## src/rtl/mem_port_arbiter_if.sv

```systemverilog
// Bus bundle between the two caches, the arbiter and main memory.
// master: the arbiter's view. slave: the view of caches plus memory.
interface mem_port_arbiter_if #(
   parameter int WORD_SIZE = 16
);
   // I-cache side
   logic                 i_req;
   logic [WORD_SIZE-1:0] i_addr;
   logic                 i_ack;

   // D-cache side
   logic                 d_req;
   logic                 d_we;
   logic [WORD_SIZE-1:0] d_addr;
   logic [WORD_SIZE-1:0] d_wdata_1;
   logic [WORD_SIZE-1:0] d_wdata_2;
   logic [WORD_SIZE-1:0] d_wdata_3;
   logic [WORD_SIZE-1:0] d_wdata_4;
   logic                 d_ack;

   // Line read data returned to whichever cache was granted
   logic [WORD_SIZE-1:0] rdata_1;
   logic [WORD_SIZE-1:0] rdata_2;
   logic [WORD_SIZE-1:0] rdata_3;
   logic [WORD_SIZE-1:0] rdata_4;

   // Memory side
   logic                 readM;
   logic                 writeM;
   logic [WORD_SIZE-1:0] mem_address;
   logic [WORD_SIZE-1:0] mem_wdata_1;
   logic [WORD_SIZE-1:0] mem_wdata_2;
   logic [WORD_SIZE-1:0] mem_wdata_3;
   logic [WORD_SIZE-1:0] mem_wdata_4;
   logic [WORD_SIZE-1:0] mem_rdata_1;
   logic [WORD_SIZE-1:0] mem_rdata_2;
   logic [WORD_SIZE-1:0] mem_rdata_3;
   logic [WORD_SIZE-1:0] mem_rdata_4;

   logic                 busy;

   modport master (
      input  i_req, i_addr,
      input  d_req, d_we, d_addr, d_wdata_1, d_wdata_2, d_wdata_3, d_wdata_4,
      input  mem_rdata_1, mem_rdata_2, mem_rdata_3, mem_rdata_4,
      output i_ack, d_ack,
      output rdata_1, rdata_2, rdata_3, rdata_4,
      output readM, writeM, mem_address,
      output mem_wdata_1, mem_wdata_2, mem_wdata_3, mem_wdata_4,
      output busy
   );

   modport slave (
      output i_req, i_addr,
      output d_req, d_we, d_addr, d_wdata_1, d_wdata_2, d_wdata_3, d_wdata_4,
      output mem_rdata_1, mem_rdata_2, mem_rdata_3, mem_rdata_4,
      input  i_ack, d_ack,
      input  rdata_1, rdata_2, rdata_3, rdata_4,
      input  readM, writeM, mem_address,
      input  mem_wdata_1, mem_wdata_2, mem_wdata_3, mem_wdata_4,
      input  busy
   );
endinterface

```

## src/rtl/mem_port_arbiter.sv

```systemverilog
// Round-robin arbiter sharing one line-wide memory port between the
// I-cache (line reads) and the D-cache (line reads and line writes).
//
//   state | meaning
//   ------+--------------------------------------------------------------
//   IDLE  | arbitrate pending requests; on grant latch source/op/addr/data
//   BUSY  | memory strobe high, latency counter runs 0..MEM_LATENCY-1
//   ACK   | one-cycle ack to the granted cache, strobes low
module mem_port_arbiter #(
   parameter int WORD_SIZE   = 16,
   parameter int MEM_LATENCY = 4
) (
   input  logic               Clk,
   input  logic               Reset_N,
   mem_port_arbiter_if.master bus
);

   localparam logic [3:0] CNT_LAST = 4'(MEM_LATENCY - 1);

   typedef enum logic [1:0] {
      IDLE = 2'd0,
      BUSY = 2'd1,
      ACK  = 2'd2
   } state_t;

   state_t     state;
   state_t     state_nxt;
   logic [3:0] cnt;
   logic [3:0] cnt_nxt;

   // 1 = D-cache was granted last, 0 = I-cache
   logic       last_d;
   logic       last_d_nxt;

   // Latched at grant: granted source and write/read operation
   logic       src_d;
   logic       we_q;

   logic       grant_i;
   logic       grant_d;
   logic       grant;
   logic       rd_nxt;
   logic       wr_nxt;
   logic       i_ack_nxt;
   logic       d_ack_nxt;
   logic       capture;

   logic [WORD_SIZE-1:0] line_addr;

   // Line-align whichever address belongs to the winner
   always_comb begin
      line_addr = '0;
      if (grant_d) begin
         line_addr = {bus.d_addr[WORD_SIZE-1:2], 2'b00};
      end else begin
         line_addr = {bus.i_addr[WORD_SIZE-1:2], 2'b00};
      end
   end

   // State, latency counter and round-robin pointer
   always_ff @(posedge Clk) begin
      if (!Reset_N) begin
         state  <= IDLE;
         cnt    <= '0;
         last_d <= 1'b0;
      end else begin
         state  <= state_nxt;
         cnt    <= cnt_nxt;
         last_d <= last_d_nxt;
      end
   end

   // Arbitration, next state and next values of the registered outputs
   always_comb begin
      state_nxt  = state;
      cnt_nxt    = cnt;
      last_d_nxt = last_d;
      grant_i    = 1'b0;
      grant_d    = 1'b0;
      rd_nxt     = 1'b0;
      wr_nxt     = 1'b0;
      i_ack_nxt  = 1'b0;
      d_ack_nxt  = 1'b0;
      capture    = 1'b0;

      case (state)
         IDLE: begin
            // With both pending, the side not served last time wins
            if (bus.d_req && (!bus.i_req || !last_d)) begin
               grant_d = 1'b1;
            end else if (bus.i_req) begin
               grant_i = 1'b1;
            end
            if (grant_i || grant_d) begin
               state_nxt  = BUSY;
               cnt_nxt    = '0;
               last_d_nxt = grant_d;
               wr_nxt     = grant_d && bus.d_we;
               rd_nxt     = !(grant_d && bus.d_we);
            end
         end

         BUSY: begin
            if (cnt == CNT_LAST) begin
               state_nxt = ACK;
               cnt_nxt   = '0;
               capture   = !we_q;
               i_ack_nxt = !src_d;
               d_ack_nxt = src_d;
            end else begin
               cnt_nxt = cnt + 4'd1;
               rd_nxt  = !we_q;
               wr_nxt  = we_q;
            end
         end

         ACK: begin
            state_nxt = IDLE;
         end

         default: begin
            state_nxt = IDLE;
            cnt_nxt   = '0;
         end
      endcase
   end

   assign grant = grant_i || grant_d;

   // Registered outputs plus the per-transaction latches
   always_ff @(posedge Clk) begin
      if (!Reset_N) begin
         src_d           <= 1'b0;
         we_q            <= 1'b0;
         bus.readM       <= 1'b0;
         bus.writeM      <= 1'b0;
         bus.i_ack       <= 1'b0;
         bus.d_ack       <= 1'b0;
         bus.busy        <= 1'b0;
         bus.mem_address <= '0;
         bus.mem_wdata_1 <= '0;
         bus.mem_wdata_2 <= '0;
         bus.mem_wdata_3 <= '0;
         bus.mem_wdata_4 <= '0;
         bus.rdata_1     <= '0;
         bus.rdata_2     <= '0;
         bus.rdata_3     <= '0;
         bus.rdata_4     <= '0;
      end else begin
         bus.readM  <= rd_nxt;
         bus.writeM <= wr_nxt;
         bus.i_ack  <= i_ack_nxt;
         bus.d_ack  <= d_ack_nxt;
         bus.busy   <= (state_nxt != IDLE);

         if (grant) begin
            src_d           <= grant_d;
            we_q            <= grant_d && bus.d_we;
            bus.mem_address <= line_addr;
         end

         // Write data is only taken for D writes so it survives reads
         if (grant_d && bus.d_we) begin
            bus.mem_wdata_1 <= bus.d_wdata_1;
            bus.mem_wdata_2 <= bus.d_wdata_2;
            bus.mem_wdata_3 <= bus.d_wdata_3;
            bus.mem_wdata_4 <= bus.d_wdata_4;
         end

         if (capture) begin
            bus.rdata_1 <= bus.mem_rdata_1;
            bus.rdata_2 <= bus.mem_rdata_2;
            bus.rdata_3 <= bus.mem_rdata_3;
            bus.rdata_4 <= bus.mem_rdata_4;
         end
      end
   end

endmodule

```

## src/flat_wrapper.sv

```systemverilog
// flat-port wrapper written by rule: the top's interface ports become plain ports
module mem_port_arbiter_flat 
#(
   parameter int WORD_SIZE   = 16,
   parameter int MEM_LATENCY = 4
)
  (Clk, Reset_N, bus_i_req, bus_i_addr, bus_d_req, bus_d_we, bus_d_addr, bus_d_wdata_1, bus_d_wdata_2, bus_d_wdata_3, bus_d_wdata_4, bus_mem_rdata_1, bus_mem_rdata_2, bus_mem_rdata_3, bus_mem_rdata_4, bus_i_ack, bus_d_ack, bus_rdata_1, bus_rdata_2, bus_rdata_3, bus_rdata_4, bus_readM, bus_writeM, bus_mem_address, bus_mem_wdata_1, bus_mem_wdata_2, bus_mem_wdata_3, bus_mem_wdata_4, bus_busy);
  mem_port_arbiter_if #(.WORD_SIZE(WORD_SIZE)) bus_i ();
  input  logic Clk;
  input  logic Reset_N;
  input wire logic [$bits(bus_i.i_req)-1:0] bus_i_req;
  input wire logic [$bits(bus_i.i_addr)-1:0] bus_i_addr;
  input wire logic [$bits(bus_i.d_req)-1:0] bus_d_req;
  input wire logic [$bits(bus_i.d_we)-1:0] bus_d_we;
  input wire logic [$bits(bus_i.d_addr)-1:0] bus_d_addr;
  input wire logic [$bits(bus_i.d_wdata_1)-1:0] bus_d_wdata_1;
  input wire logic [$bits(bus_i.d_wdata_2)-1:0] bus_d_wdata_2;
  input wire logic [$bits(bus_i.d_wdata_3)-1:0] bus_d_wdata_3;
  input wire logic [$bits(bus_i.d_wdata_4)-1:0] bus_d_wdata_4;
  input wire logic [$bits(bus_i.mem_rdata_1)-1:0] bus_mem_rdata_1;
  input wire logic [$bits(bus_i.mem_rdata_2)-1:0] bus_mem_rdata_2;
  input wire logic [$bits(bus_i.mem_rdata_3)-1:0] bus_mem_rdata_3;
  input wire logic [$bits(bus_i.mem_rdata_4)-1:0] bus_mem_rdata_4;
  output wire logic [$bits(bus_i.i_ack)-1:0] bus_i_ack;
  output wire logic [$bits(bus_i.d_ack)-1:0] bus_d_ack;
  output wire logic [$bits(bus_i.rdata_1)-1:0] bus_rdata_1;
  output wire logic [$bits(bus_i.rdata_2)-1:0] bus_rdata_2;
  output wire logic [$bits(bus_i.rdata_3)-1:0] bus_rdata_3;
  output wire logic [$bits(bus_i.rdata_4)-1:0] bus_rdata_4;
  output wire logic [$bits(bus_i.readM)-1:0] bus_readM;
  output wire logic [$bits(bus_i.writeM)-1:0] bus_writeM;
  output wire logic [$bits(bus_i.mem_address)-1:0] bus_mem_address;
  output wire logic [$bits(bus_i.mem_wdata_1)-1:0] bus_mem_wdata_1;
  output wire logic [$bits(bus_i.mem_wdata_2)-1:0] bus_mem_wdata_2;
  output wire logic [$bits(bus_i.mem_wdata_3)-1:0] bus_mem_wdata_3;
  output wire logic [$bits(bus_i.mem_wdata_4)-1:0] bus_mem_wdata_4;
  output wire logic [$bits(bus_i.busy)-1:0] bus_busy;
  assign bus_i.i_req = bus_i_req;
  assign bus_i.i_addr = bus_i_addr;
  assign bus_i.d_req = bus_d_req;
  assign bus_i.d_we = bus_d_we;
  assign bus_i.d_addr = bus_d_addr;
  assign bus_i.d_wdata_1 = bus_d_wdata_1;
  assign bus_i.d_wdata_2 = bus_d_wdata_2;
  assign bus_i.d_wdata_3 = bus_d_wdata_3;
  assign bus_i.d_wdata_4 = bus_d_wdata_4;
  assign bus_i.mem_rdata_1 = bus_mem_rdata_1;
  assign bus_i.mem_rdata_2 = bus_mem_rdata_2;
  assign bus_i.mem_rdata_3 = bus_mem_rdata_3;
  assign bus_i.mem_rdata_4 = bus_mem_rdata_4;
  assign bus_i_ack = bus_i.i_ack;
  assign bus_d_ack = bus_i.d_ack;
  assign bus_rdata_1 = bus_i.rdata_1;
  assign bus_rdata_2 = bus_i.rdata_2;
  assign bus_rdata_3 = bus_i.rdata_3;
  assign bus_rdata_4 = bus_i.rdata_4;
  assign bus_readM = bus_i.readM;
  assign bus_writeM = bus_i.writeM;
  assign bus_mem_address = bus_i.mem_address;
  assign bus_mem_wdata_1 = bus_i.mem_wdata_1;
  assign bus_mem_wdata_2 = bus_i.mem_wdata_2;
  assign bus_mem_wdata_3 = bus_i.mem_wdata_3;
  assign bus_mem_wdata_4 = bus_i.mem_wdata_4;
  assign bus_busy = bus_i.busy;
  mem_port_arbiter #(.WORD_SIZE(WORD_SIZE), .MEM_LATENCY(MEM_LATENCY)) u_core (.Clk(Clk), .Reset_N(Reset_N), .bus(bus_i));
endmodule
```

## config.mk

```make
export PLATFORM = sky130hd
export DESIGN_NAME = mem_port_arbiter_flat
export DESIGN_NICKNAME = d
export VERILOG_FILES = /design/src/rtl/mem_port_arbiter_if.sv /design/src/rtl/mem_port_arbiter.sv /design/src/flat_wrapper.sv
export SDC_FILE = /design/constraint.sdc
export NUM_CORES = 1
export LEC_CHECK = 0
export ABC_AREA = 1
export ABC_CLOCK_PERIOD_IN_PS = 3300
export BUFFER_PORTS_ARGS = -buffer_cell sky130_fd_sc_hd__buf_2
export CAP_MARGIN = 5
export CORE_ASPECT_RATIO = 0.9
export CORE_MARGIN = 8
export CORE_UTILIZATION = 50
export DETAILED_ROUTE_END_ITERATION = 6
export PLACE_DENSITY_LB_ADDON = 0.15
export SETUP_SLACK_MARGIN = 0.02
export SLEW_MARGIN = 40
export SYNTH_ARGS = -nofsm -noshare
export SYNTH_HDL_FRONTEND = slang
export SYNTH_SLANG_ARGS = --single-unit
```

## constraint.sdc

```tcl
create_clock -name Clk -period 3.3 [get_ports Clk]
set_input_delay 0.66 -clock Clk [delete_from_list [all_inputs] [get_ports Clk]]
set_output_delay 0.66 -clock Clk [all_outputs]
set_load 0.03 [all_outputs]
```

==> impl_metrics.yaml, run 1 <==
drt:
  drc: 0
  wirelength_um: 19700
  wl_per_cell_um: 13.3
  vias: 6805
  drt_pass1_iterations: 5
  initialDrtViolationCount: 386
  antenna_left: 0
  via_per_inst: 4.60
final_layout:
  design_area_mm2: 0.00889
  finish.utilization_pct: 67.3
  syn_to_final_growth_pct: 32.9
  fin_cells: 1480
  nets: 1467
  fillers: 1257
  drive_above_1_share_pct: 27.2
  n_antenna_cell: 0
setup_path:
  worstPathCellList: "ha_1 > nand3_1 > nor2_4 > buf_12 > nor2_1 > nor2_1"
  r2r-start: "u_core.cnt[0]"
  critPathRequiredTime_ns: 3.66
  crit_path_start: "u_core.cnt[0]"
  cp-start-kind: "flip-flop"
  critPathKind: "flip-flop to flip-flop"
  worstPathArrival_ns: 2.27
  worst_path_most_repeated_cell: "nor2_1"
  critPathSlowestCell: "nor2_4"
  cp-end-kind: "flip-flop"
  max_stage_delay_ns: 0.56
  crit_fanout: 38
min_path:
  hp-start: "bus_d_wdata_1[11]"
  worstHoldPathType: "input port to flip-flop"
synth:
  synth.largest_area_cell: "dfxtp_1"
  yosysMostFrequentCell: "nor2_1"
  avgSynthCellArea_um2: 6.52
  synth_flop_cell: "dfxtp_1"
  synth_common_cells: "nor2_1, nand2_1, inv_1"
  async_flop_share_pct: 0
  synth_warnings: 0
  yosysTopAreaCellShare_pct: 46.7
  ys_seq_area_share_pct: 46.7
  netlist_area_mm2: 0.00669
  synth_edf_count: 0
  netlist_instances: 1026
  synth-seq-cells: 156
  synthTopCellsByArea: "dfxtp_1, nor2_1, nand2_1"
  synth_cell_types: 20
pwr:
  ir_drop_uv: 410
  comb_power_share_pct: 15.6
  net-switching-power_mw: 1.24
  clockPowerShare_pct: 39.6
  pwr-share-seq_pct: 44.8
  switching_share_pct: 27.6
  total_power_mw: 4.49
  p_per_area_mw_per_mm2: 505
  leakage_nw: 5.15
  p_int_mw: 3.25
floorplanning:
  initial_core_util_pct: 50.7
  die_w_um: 138
  rows: 40
  die_area_mm2: 0.0173
  die-height_um: 126
  num_io_pins: 314
  coreArea_mm2: 0.0132
placement:
  preCtsSetupSlack_ns: 0.994
  dp_hpwl_um: 14000
  gp_congestion: 0.777
  io_buffer_count: 307
  dp.cells: 1449
  dpl_cell_area_mm2: 0.00835
grt:
  grt_max_degree: 83
  grt_usage_pct: 22.0
  grt_pass1_vias: 6084
  antenna_found_initial: 0
  grt_pass1_wl_um: 30600
  grt-ovfl-total: 0
sta:
  finalSetupTns_ns: 0
  slew_headroom_pct: 51.5
  fmax_mhz: 522
  fin_crit_ns: 1.92
  min_period_over_period_pct: 58.1
  finalHoldWorstSlack_ns: 0.457
  setup_viol: 0
  worstMarginPinSlew_ns: 0.727
  final-hold-violation-count: 0
  finClkSkew_ns: 0.00550
  fin_ws_ns: 1.38
  rsz0062_at_grt: "false"
  slew_violations: 0
clock_tree:
  cts.sinks: 156
  cts_buffers: 17
  ctsRootBufferMaster: "clkbuf_16"
  clockBufferDepth: 2
  postCtsSetupBuffers: 0
  path_clk_slew_ns: 0.06
  cts_max_level: 4
  cts-resized-gates: 0
  clk_latency_ns: 0.42
  cts_tree: "built"
  cts-hold-fix-buffers: 0
run_status:
  status: "complete, no violations"
run:
  cap_violations: 0
==> worst paths after layout <==
path / end / cells past startpoint / slack, ns
max: u_core.bus.rdata_4[1] / 6 / 1.38
min: u_core.bus.mem_wdata_1[11] / 3 / 0.46
max reg2reg: u_core.bus.rdata_4[1] / 6 / 1.38
min reg2reg: u_core.bus.i_ack / 1 / 0.47
==> critical path, delay by kind of cell (launching register included) <==
family        cells  cell delay, ns
flops             1            0.39
buf+inv           1            0.29
fa+ha+maj         1            0.27
simple gates      4            0.88
==> kinds of logic (layout without fill, tap and decap cells) <==
logic type               after synthesis  count (layout)  synth area share, %
flip-flops                           156             156                 46.7
other                                  1               2               0.0560
AO/OA/AOI/OAI                         39              39                 2.95
buffers and inverters                232             517                 13.7
AND/OR/NAND/NOR                      597             597                 36.4
adder cells (fa/ha/maj)                1               1                0.187
==> sequential cells by signal, summed over array words and instances (netlist names), 2 cells and up <==
register                cells
u_core.bus.mem_wdata_1     16
u_core.bus.mem_wdata_2     16
u_core.bus.mem_wdata_3     16
u_core.bus.mem_wdata_4     16
u_core.bus.rdata_1         16
u_core.bus.rdata_2         16
u_core.bus.rdata_3         16
u_core.bus.rdata_4         16
u_core.bus.mem_address     14
u_core.cnt                  4
u_core.state                2
==> routing by layer <==
metal | vias to the layer above | routed length [µm] | GRT usage [%]
met5 | - | 0 | 0
met4 | 0 | 270 | 7.58
met3 | 23 | 2110 | 8.51
met2 | 237 | 9590 | 36.5
met1 | 2926 | 7720 | 25.1
li1 | 3619 | - | -
==> layout by cell type (no fill, tap or decap), drive strengths merged <==
master	n
buf	320
nor2	268
nand2	252
inv	167
dfxtp	156
nand4	67
a21oi	24
clkbuf	24
o21ai	14
nand3	8
clkinvlp	3
clkinv	3
conb	2
nor3b	1
nor3	1
a211oi	1
ha	1
==> final cells by class <==
class / instances / area, µm² / area share [%]
clock buffers: 24 / 502 / 5.64
clock inverters: 6 / 37.5 / 0.422
inverters: 167 / 627 / 7.05
multi-input cells: 639 / 2670 / 30.0
flip-flops and latches: 156 / 3120 / 35.1
well taps: 168 / 210 / 2.36
repair buffers: 320 / 1720 / 19.4
==> power groups by stage <==
stage	sequential, mW	clock (mW)	combinational [mW]
2_1_floorplan	2.21	0	0.293
3_3_place_gp	2.04	0	0.697
3_5_place_dp	2.05	0	0.702
4_1_cts	2.01	1.82	0.707
5_1_grt	2.02	1.91	0.776
6_report	2.01	1.78	0.701
No activity file was read; power rests on OpenSTA's default activity.
==> inputs of run 2 (changes only) <==
--- a/config.mk
+++ b/config.mk
@@ -6,12 +6,12 @@
 export NUM_CORES = 1
 export LEC_CHECK = 0
 export ABC_AREA = 1
-export ABC_CLOCK_PERIOD_IN_PS = 3300
+export ABC_CLOCK_PERIOD_IN_PS = 1800
 export BUFFER_PORTS_ARGS = -buffer_cell sky130_fd_sc_hd__buf_2
 export CAP_MARGIN = 5
 export CORE_ASPECT_RATIO = 0.9
 export CORE_MARGIN = 8
-export CORE_UTILIZATION = 50
+export CORE_UTILIZATION = 47
 export DETAILED_ROUTE_END_ITERATION = 6
 export PLACE_DENSITY_LB_ADDON = 0.15
 export SETUP_SLACK_MARGIN = 0.02
==> constraint.sdc (replaced) <==
create_clock -name Clk -period 1.8 [get_ports Clk]
set_input_delay 0.36 -clock Clk [delete_from_list [all_inputs] [get_ports Clk]]
set_output_delay 0.36 -clock Clk [all_outputs]
set_load 0.03 [all_outputs]
==> impl_metrics.yaml, run 2 (synthesis results as in run 1) <==
run_status:
  status: "complete, no violations"
clock_tree:
  cts_tree: "built"
  cts_buffers: 17
  clockBufferDepth: 2
  clk_latency_ns: 0.42
  cts-hold-fix-buffers: 0
  cts.sinks: 156
  path_clk_slew_ns: 0.06
  ctsRootBufferMaster: "clkbuf_16"
  cts-resized-gates: 0
  postCtsSetupBuffers: 0
  cts_max_level: 4
sta:
  rsz0062_at_grt: "false"
  worstMarginPinSlew_ns: 0.624
  setup_viol: 0
  finClkSkew_ns: 0.00439
  fin_crit_ns: 1.57
  slew_headroom_pct: 58.3
  fmax_mhz: 638
  finalHoldWorstSlack_ns: 0.158
  min_period_over_period_pct: 87.1
  slew_violations: 0
  final-hold-violation-count: 0
run:
  cap_violations: 0
drt:
  initialDrtViolationCount: 393
  drt_pass1_iterations: 4
  via_per_inst: 4.52
  drc: 0
  wirelength_um: 20100
  wl_per_cell_um: 13.3
  vias: 6837
  antenna_left: 0
placement:
  gp_congestion: 0.814
  io_buffer_count: 307
  dp_hpwl_um: 14400
floorplanning:
  initial_core_util_pct: 48.0
  die_area_mm2: 0.0183
  coreArea_mm2: 0.0140
  die-height_um: 129
  rows: 41
  die_w_um: 142
  num_io_pins: 314
final_layout:
  n_antenna_cell: 0
  finish.utilization_pct: 65.4
  nets: 1473
  final_common_cell: "buf_2"
  final_cell_mix: "buf_2, nor2_1, nand2_1"
  syn_to_final_growth_pct: 36.3
  drive_above_1_share_pct: 27.8
setup_path:
  path_buf_inv: 1
  critPathKind: "flip-flop to flip-flop"
  worstPathArrival_ns: 1.86
  critPathSlowestCell: "dfxtp_1"
  cp-end-kind: "flip-flop"
  crit_fanout: 25
  worstPathCellList: "ha_1 > nand2_1 > nor2_4 > buf_4 > nor2_1 > nand2_1 > a21oi_1"
  worst_path_most_repeated_cell: "nand2_1"
  critPathRequiredTime_ns: 2.09
  cp-start-kind: "flip-flop"
  crit_family: "simple AND/OR/NAND/NOR gates"
  max_stage_delay_ns: 0.40
grt:
  grt-ovfl-total: 0
  grt_max_degree: 67
  grt_usage_pct: 21.4
  grt_pass1_wl_um: 31300
  antenna_found_initial: 4
  grt_pass1_vias: 6218
min_path:
  worstHoldPathType: "input port to flip-flop"
pwr:
  ir_drop_uv: 691
  leakage_nw: 5.25
  p_per_area_mw_per_mm2: 985
run 2: where the power goes:
group	total [mW]	internal, mW	switching, mW
clock	3.99	2.60	1.39
sequential	3.68	3.61	0.0742
combinational	1.31	0.444	0.863
total	8.98	6.65	2.33
run 2: layout make-up:
class,count,area [µm²]
flip-flops and latches,156,3120
clock buffers,21,480
multi-input cells,639,2670
clock inverters,11,188
fillers,1357,4830
inverters,167,627
repair buffers,326,1790
well taps,193,241
run 2: tightest hold or removal path: stages:
cell and delay, ns:
buf_2 0.07, nor2_1 0.03, nor2_1 0.08
run 2: worst paths after layout:
check	slack, ns	end	cells after the start	start
max	0.23	u_core.bus.readM	7	u_core.cnt[0]
max reg2reg	0.23	u_core.bus.readM	7	u_core.cnt[0]
min reg2reg	0.46	u_core.bus.i_ack	1	u_core.src_d
min	0.16	u_core.bus.mem_wdata_2[0]	3	bus_d_wdata_2[0]
run 2: metrics by stage:
stage               setup TNS, ns  cells  setup slack, ns  instance area [µm²]  power (mW)
floorplan                       0   1027            0.327                 6700        4.58
global placement           -0.103   1481          -0.0366                 8450        5.05
detailed placement              0   1481            0.235                 8460        5.07
CTS                             0   1513            0.217                 9130        9.07
global route                    0   1513           0.0805                 9130        9.38
finish                          0   1513            0.232                 9130        8.98
run 2: per-layer routing:
| layer | vias up | part of all wire (%) | global-route usage (%) |
|---|---|---|---|
| met2 | 223 | 48 | 36.2 |
| li1 | 3618 | - | - |
| met1 | 2963 | 40 | 24.0 |
| met3 | 25 | 9.8 | 9.41 |
| met4 | 8 | 1.3 | 6.50 |
| met5 | - | 0.24 | 0 |
